==> src/rtl/seg7_pkg.sv <==
// rtl/seg7_pkg.sv - shared types and hex-to-segment table for the 7-segment scan driver
// Contents:
//   seg_t       segment vector in a..g order, seg[0] = a, active-low
//   SEG_OFF     all segments dark
//   HEX_TABLE   16-entry nibble -> active-low segment pattern
//   hex_to_seg  table lookup helper
package seg7_pkg;

    typedef logic [0:6] seg_t;

    localparam seg_t SEG_OFF = 7'b1111111;

    // Bit order is a,b,c,d,e,f,g left to right; 0 lights the segment.
    localparam seg_t HEX_TABLE [16] = '{
        7'b0000001,  // 0
        7'b1001111,  // 1
        7'b0010010,  // 2
        7'b0000110,  // 3
        7'b1001100,  // 4
        7'b0100100,  // 5
        7'b0100000,  // 6
        7'b0001111,  // 7
        7'b0000000,  // 8
        7'b0000100,  // 9
        7'b0001000,  // A
        7'b1100000,  // b
        7'b0110001,  // C
        7'b1000010,  // d
        7'b0110000,  // E
        7'b0111000   // F
    };

    function automatic seg_t hex_to_seg(input logic [3:0] nibble);
        return HEX_TABLE[nibble];
    endfunction

endpackage

==> src/rtl/seg7_hex_lut.sv <==
// rtl/seg7_hex_lut.sv - combinational nibble to 7-segment pattern lookup
// Ports:
//   nibble_i  4-bit hex digit
//   seg_o     active-low segments a..g (seg_o[0] = a)
module seg7_hex_lut
    import seg7_pkg::*;
(
    input  logic [3:0] nibble_i,
    output seg_t       seg_o
);

    assign seg_o = hex_to_seg(nibble_i);

endmodule

==> src/rtl/seg7_scan_driver.sv <==
// rtl/seg7_scan_driver.sv - time-multiplexed NUM_DIGITS common-anode 7-segment driver
// Ports:
//   clk     system clock
//   rst     asynchronous active-high reset
//   value   hex nibbles, nibble i = value[4i+3:4i], digit 0 least significant
//   load    capture value; takes effect at the next frame boundary
//   lz_en   blank leading zero digits (digit 0 always shown)
//   dp_in   per-digit decimal point request, sampled live (1 = lit)
//   seg     segments a..g, seg[0] = a, active-low, registered
//   dp      decimal point, active-low, registered
//   an      anode enables, active-low, registered, at most one low
module seg7_scan_driver
    import seg7_pkg::*;
#(
    parameter  int NUM_DIGITS   = 4,
    parameter  int REFRESH_DIV  = 50000,
    parameter  int BLANK_CYCLES = 16,
    localparam int IDX_W        = $clog2(NUM_DIGITS)
) (
    input  logic                    clk,
    input  logic                    rst,
    input  logic [4*NUM_DIGITS-1:0] value,
    input  logic                    load,
    input  logic                    lz_en,
    input  logic [NUM_DIGITS-1:0]   dp_in,
    output seg_t                    seg,
    output logic                    dp,
    output logic [NUM_DIGITS-1:0]   an
);

    localparam int               DIV_W     = $clog2(REFRESH_DIV);
    localparam int               VAL_W     = 4 * NUM_DIGITS;
    localparam logic [DIV_W-1:0] DIV_LAST  = DIV_W'(REFRESH_DIV - 1);
    localparam logic [DIV_W-1:0] BLANK_END = DIV_W'(BLANK_CYCLES);
    localparam logic [IDX_W-1:0] IDX_LAST  = IDX_W'(NUM_DIGITS - 1);

    logic [DIV_W-1:0]      div_cnt_q, div_cnt_d;
    logic [IDX_W-1:0]      idx_q, idx_d;
    logic [VAL_W-1:0]      disp_q, disp_d;
    logic [VAL_W-1:0]      shadow_q, shadow_d;
    logic                  pending_q, pending_d;
    seg_t                  seg_q, seg_d;
    logic                  dp_q, dp_d;
    logic [NUM_DIGITS-1:0] an_q, an_d;

    logic                  tick;
    logic                  frame_end;
    logic                  in_blank;
    logic [3:0]            cur_nibble;
    logic                  cur_dp;
    logic                  cur_lz_blank;
    logic [NUM_DIGITS-1:0] lz_blank;
    logic [NUM_DIGITS-1:0] sel_onehot;
    logic                  zero_run;
    seg_t                  lut_seg;

    assign tick      = (div_cnt_q == DIV_LAST);
    assign frame_end = tick && (idx_q == IDX_LAST);
    assign in_blank  = (div_cnt_q < BLANK_END);

    // Divider and scan index
    always_comb begin
        div_cnt_d = div_cnt_q + DIV_W'(1);
        idx_d     = idx_q;
        if (tick) begin
            div_cnt_d = '0;
            idx_d     = (idx_q == IDX_LAST) ? '0 : idx_q + IDX_W'(1);
        end
    end

    // Loads are parked in the shadow and only promoted at the frame boundary,
    // so a frame is always drawn from a single value. A load landing on the
    // boundary cycle bypasses the shadow so it is not deferred a whole frame.
    always_comb begin
        disp_d    = disp_q;
        shadow_d  = shadow_q;
        pending_d = pending_q;
        if (frame_end) begin
            if (load) begin
                disp_d = value;
            end else if (pending_q) begin
                disp_d = shadow_q;
            end
            pending_d = 1'b0;
        end else if (load) begin
            shadow_d  = value;
            pending_d = 1'b1;
        end
    end

    // A digit is a leading zero when it and every more significant nibble are
    // zero. Walk down from the top digit accumulating that condition; digit 0
    // is never considered.
    always_comb begin
        zero_run = 1'b1;
        lz_blank = '0;
        for (int k = NUM_DIGITS - 1; k >= 1; k--) begin
            zero_run    = zero_run && (disp_q[4*k +: 4] == 4'h0);
            lz_blank[k] = lz_en && zero_run && !dp_in[k];
        end
    end

    // Select the current digit's nibble, dp request and suppression flag
    always_comb begin
        cur_nibble   = 4'h0;
        cur_dp       = 1'b0;
        cur_lz_blank = 1'b0;
        sel_onehot   = '0;
        for (int k = 0; k < NUM_DIGITS; k++) begin
            if (idx_q == IDX_W'(k)) begin
                cur_nibble    = disp_q[4*k +: 4];
                cur_dp        = dp_in[k];
                cur_lz_blank  = lz_blank[k];
                sel_onehot[k] = 1'b1;
            end
        end
    end

    seg7_hex_lut u_hex_lut (
        .nibble_i (cur_nibble),
        .seg_o    (lut_seg)
    );

    // Pin values for the next cycle; the blank window at the start of each
    // slot gives the previous digit's anode time to turn off before the
    // segment bus changes, which suppresses ghosting.
    always_comb begin
        an_d  = ~sel_onehot;
        seg_d = lut_seg;
        dp_d  = ~cur_dp;
        if (in_blank || cur_lz_blank) begin
            an_d  = '1;
            seg_d = SEG_OFF;
            dp_d  = 1'b1;
        end
    end

    always_ff @(posedge clk or posedge rst) begin
        if (rst) begin
            div_cnt_q <= '0;
            idx_q     <= '0;
            disp_q    <= '0;
            shadow_q  <= '0;
            pending_q <= 1'b0;
            seg_q     <= SEG_OFF;
            dp_q      <= 1'b1;
            an_q      <= '1;
        end else begin
            div_cnt_q <= div_cnt_d;
            idx_q     <= idx_d;
            disp_q    <= disp_d;
            shadow_q  <= shadow_d;
            pending_q <= pending_d;
            seg_q     <= seg_d;
            dp_q      <= dp_d;
            an_q      <= an_d;
        end
    end

    assign seg = seg_q;
    assign dp  = dp_q;
    assign an  = an_q;

endmodule

==> config.mk <==
export PLATFORM = sky130hd
export DESIGN_NAME = seg7_scan_driver
export DESIGN_NICKNAME = d
export VERILOG_FILES = /design/src/rtl/seg7_pkg.sv /design/src/rtl/seg7_hex_lut.sv /design/src/rtl/seg7_scan_driver.sv
export SDC_FILE = /design/constraint.sdc
export NUM_CORES = 1
export LEC_CHECK = 0
export ABC_AREA = 0
export CORE_MARGIN = 2
export CORE_UTILIZATION = 50
export DETAILED_ROUTE_END_ITERATION = 12
export HOLD_SLACK_MARGIN = 0.08
export PLACE_DENSITY = 0.81
export SYNTH_ARGS = -nofsm -noshare
export SYNTH_HDL_FRONTEND = slang
export SYNTH_HIERARCHICAL = 1
export SYNTH_SLANG_ARGS = --single-unit
==> constraint.sdc <==
create_clock -name clk -period 6.4 [get_ports clk]
set_input_delay 1.28 -clock clk [delete_from_list [all_inputs] [get_ports clk]]
set_output_delay 1.28 -clock clk [all_outputs]
set_load 0.02 [all_outputs]
# Word-level counts from Yosys, hierarchy flattened
# Memory sizes are Yosys's and may differ from the RTL's.
# Cells that the tools add are included.
# word_totals
n_memories	1
register_bits	63
wordCells	68
in_bits	24
latch_bits	0
out_inout_bits	12
rom_bits	112
mem_bits_rw	0
# memory_table
name	depth	word_bits	read_ports	rd_clocked_by_memory_dff	write_ports	line_no	text
(no name shown)	16	7	1	0	0	seg7_pkg.sv:34	return HEX_TABLE[nibble];
# classes
bitwise_logic	4
n_reduce_logical	21
n_addsub	2
multipliers	0
mux	26
div	0
shifts	0
n_eq_ne	4
magnitude_cmp	2
# op_table
operator	count
$mux 16	3
$mux 7	3
$mux 4	5
$add 16x1->16 const B	1
$eq 16x16->1 const B	1
$lt 16x5->1 const B	1
$mux 1	14
$logic_not 4->1	3
$logic_and 1x1->1	9
$ge 5x5->1 const B	1
$not 4->5	1
$eq 2x2->1 const B	2
$not 4->4	1
$reduce_and 2->1	2
$reduce_bool 2->1	2
$logic_not 1->1	3
$add 2x1->2 const B	1
$eq 2x1->1 const B	1
$logic_not 2->1	1
$mux 2	1
$not 1->1	2
$logic_or 1x1->1	1

# Logic depth before layout (Yosys ltp)
# depth
ltp_word	10
ltp_mapped	12
ltp_nobuf	12

# By module
# The synthesis kept the hierarchy.
# by_module_without_submodules
module	cells_each	instances	area_each_um2	seq_area_each_um2
seg7_scan_driver	239	1	3016.6	1591.5
seg7_hex_lut	31	1	252.7	0.0

# Least setup slack after synthesis
# Ideal clock, no wire load.
# synth_path
path_type	input port to flip-flop
start	input port load
end	register disp_q[10]
arrival_ps	2628
required_ps	6275
setup_time_ps	125
path_stages	5
setup_slack_ps	3647
n_path_buf	2
cell_sequence	clkbuf_1 -> o21ai_0 -> nor3_4 -> buf_6 -> mux2_2
# synth_between
elab_chain_len	2
elab_cells_between_ends	3
cone_classes	mux (1); reduce/logical (2)
# synth_lines
item	line_no	text
start, declared	seg7_scan_driver.sv:23	input logic load,
$reduce_bool 2->1 (no line)	-	
$reduce_and 2->1 (no line)	-	
end signal, assigned	seg7_scan_driver.sv:151	disp_q <= disp_d;
end, declared	seg7_scan_driver.sv:39	logic [VAL_W-1:0] disp_q, disp_d;
# Parallel ways exist; a longest one is shown, timed or not.
# A chain may end at the register's enable or synchronous reset.

# Worst setup path in the final report
# layout_path
start	input port load
end	register disp_q[2]
# The elaborated chain is that of the path after synthesis.

==> results.json <==
{
  "ant_nets": 0,
  "cts_tree": "built",
  "final-setup-viol-count": 0,
  "wire_per_inst_um": 15.11,
  "port_buffers": 35,
  "cp.arrival_ps": 3700,
  "insertion_delay_ps": 340,
  "synth_xor_xnor_area_share_pct": 3.483,
  "skew_ps": 11.79,
  "first_iter_violations": 95,
  "grt_use_total_pct": 18.43,
  "antenna_found_initial": 0,
  "overflow": 0,
  "syn_area_um2": 3269,
  "initial_core_util_pct": 51.49,
  "r2r.worst_path.cells": 11,
  "p_leak_nw": 1.699,
  "gp_congestion": 0.8387,
  "cp-end-kind": "flip-flop",
  "tightest_slew_ps": 1001,
  "synth_top_area_share_pct": 39.04,
  "synth_common_cells": "dfrtp_1 (51), mux2_2 (39), nand2_1 (19), nor2_1 (19)",
  "finalCritPeriodShare_pct": 54.37,
  "p_seq_share_pct": 50.7,
  "r2r-start": "idx_q[1]",
  "num_antenna_cells": 0,
  "reg2reg_slack_ps": 3130,
  "syn_nets": 306,
  "cts.sinks": 63,
  "grt_pass1_wl_um": 10500,
  "max_freq_mhz": 287.4,
  "start_kind": "input port",
  "synthAdderAreaFrac_pct": 4.592,
  "wl_um": 5892,
  "r2r_end": "seg[3]",
  "syn_area_per_cell_um2": 12.11,
  "p_per_area_nw_per_um2": 212.2,
  "core_area_um2": 6350,
  "slew_headroom_pct": 33.27,
  "final.min_clock_period_ps": 3480,
  "ys_seq_area_share_pct": 48.68,
  "p_int_w": 0.0006424,
  "die_w_um": 84.86,
  "min_path_type": "reg -> reg",
  "dp_slack_ps": 2570,
  "yosysMostFrequentCell": "dfrtp_1",
  "drt-pass1-iter-count": 4,
  "ys_warn_count": 6,
  "p_sw_w": 0.0001763,
  "hold_depth": 1,
  "status": "finished, final reports clean",
  "grt_max_degree": 64,
  "grt_pass1_vias": 2242,
  "drc_errors": 0,
  "numCtsBuffers": 9,
  "irDropWorstVdd_uv": 153.7,
  "dieArea_um2": 7201,
  "min_from": "div_cnt_q[0]",
  "required_ps": 6620,
  "route.vias.total": 2096,
  "syn_inst": 270,
  "critical_path_class": "in -> reg",
  "p_sw_share_pct": 21.53,
  "drive_gt1_share_pct": 28.75,
  "ys_seq_elements": 63,
  "clockBufferDepth": 2,
  "path_clk_slew_ps": 70,
  "synth_top_family_by_area": "multiplexers",
  "num_rows": 29,
  "synth_area_leaders": "dfrtp_1 (39%), mux2_2 (13%), dfstp_2 (9.6%)",
  "path_max_fanout": 19,
  "avgViaCountPerCell": 5.374,
  "finalMaxSlewViolations": 0,
  "synth.distinct_cells": 45,
  "nets": 345,
  "hold_end": "div_cnt_q[0]",
  "drv_cap": 0,
  "synthArstFlopShare_pct": 100.0,
  "p_clk_share_pct": 42.2,
  "worst_slack_ps": 2920,
  "finalHoldViolations": 0,
  "cts_resized": 0,
  "dpl.hpwl_um": 4042,
  "pin_count": 36,
  "synth_mux_area_share_pct": 20.55,
  "synth_compound_area_share_pct": 5.702,
  "synth_simple_gate_area_share_pct": 13.36,
  "synth_edf_count": 0,
  "rsz0062_at_grt": "no",
  "dominantRegCellSynth": "dfrtp_1",
  "ctsHoldBuffers": 0,
  "synth_top_cell_by_area": "dfrtp_1",
  "cts_setup_buffers": 0,
  "cts_root_buf": "clkbuf_8",
  "area_growth_pct": 17.99,
  "fill_cells": 495,
  "tns_ps": 0,
  "cts.htree.levels": 3,
  "combinationalPowerShare_pct": 7.1,
  "die_h_um": 84.86
}
## critical path: stages
cell and delay, ps:
clkdlybuf4s50_1 1040, o21ai_0 300, nor3_4 650, mux2_2 420
## per-layer routing
| layer | GRT usage, % | up-vias | share of wire [%] |
|---|---|---|---|
| met5 | 0 | - | 0 |
| met4 | 9.091 | 0 | 2.0 |
| met3 | 3.307 | 11 | 3.2 |
| met2 | 30.06 | 41 | 48 |
| met1 | 23.80 | 1012 | 47 |
| li1 | - | 1032 | - |
## area by class of cell
class | count | area, um2 | area share (%)
Clock buffer | 11 | 151.4 | 3.925
Clock inverter | 4 | 45.04 | 1.168
Inverter | 11 | 41.29 | 1.070
Multi-Input combinational cell | 186 | 1559 | 40.42
Sequential cell | 63 | 1592 | 41.26
Tap cell | 77 | 96.34 | 2.498
Timing Repair Buffer | 38 | 372.9 | 9.666
## logic make-up (layout without fill, tap and decap cells)
family	after synthesis	in the layout
multiplexers	56	56
XOR/XNOR	13	13
flip-flops	63	63
buffers and inverters	21	64
adder cells (fa/ha/maj)	12	12
AND/OR/NAND/NOR	81	81
AO/OA/AOI/OAI	24	24
## power groups by stage
| stage | Combinational [W] | Clock, W | Sequential [W] |
|---|---|---|---|
| after CTS | 0.0000597 | 0.000353 | 0.000415 |
| after global placement | 0.0000578 | 0 | 0.000421 |
| after global routing | 0.0000641 | 0.000368 | 0.000416 |
| after detailed placement | 0.0000590 | 0 | 0.000422 |
| final | 0.0000581 | 0.000346 | 0.000415 |
| after floorplan | 0.0000371 | 0 | 0.000420 |
## through the flow
stage / instances / utilization, % / hold slack, ps / power [W] / cell area [um2]
finish: 390 / 60.75 / 492.3 / 0.0008187 / 3857
global route: 390 / 60.75 / 511.5 / 0.0008483 / 3857
CTS: 390 / 60.75 / 493.0 / 0.0008271 / 3857
detailed placement: 375 / 57.66 / 479.4 / 0.0004807 / 3661
global placement: 375 / 57.66 / 472.2 / 0.0004787 / 3661
floorplan: 270 / - / 454.9 / 0.0004573 / 3269
## registers in the layout, indices dropped and copies added, names as in the netlist
name and flops:
disp_q 16, div_cnt_q 16, shadow_q 16, seg 7
an 4, idx_q 2, dp 1, pending_q 1
## cell usage in the layout, fill, tap and decap left out, types with 5 or more instances in the layout
master            n
a221oi_1          5
clkbuf_8         11
clkdlybuf4s50_1  35
dfrtp_1          51
dfstp_2          12
ha_1             12
inv_1             9
mux2_2           39
mux2_4           10
mux2i_1           6
nand2_1          19
nand3_1           5
nor2_1           19
nor2b_1           7
nor4_1            7
o21ai_0           7
o31ai_1           5
xnor2_1           7
xor2_1            6
## worst max path at each step
stage	startpoint	to	cells after the start	slack, ps
global route	load	disp_q[15]	4	2720
finish	load	disp_q[2]	4	2920
global placement	load	disp_q[1]	4	2650
detailed placement	load	disp_q[9]	4	2570
CTS	load	disp_q[2]	4	2900
floorplan	rst	disp_q[0]	1	3570
Power figures use the tool's default switching activity.
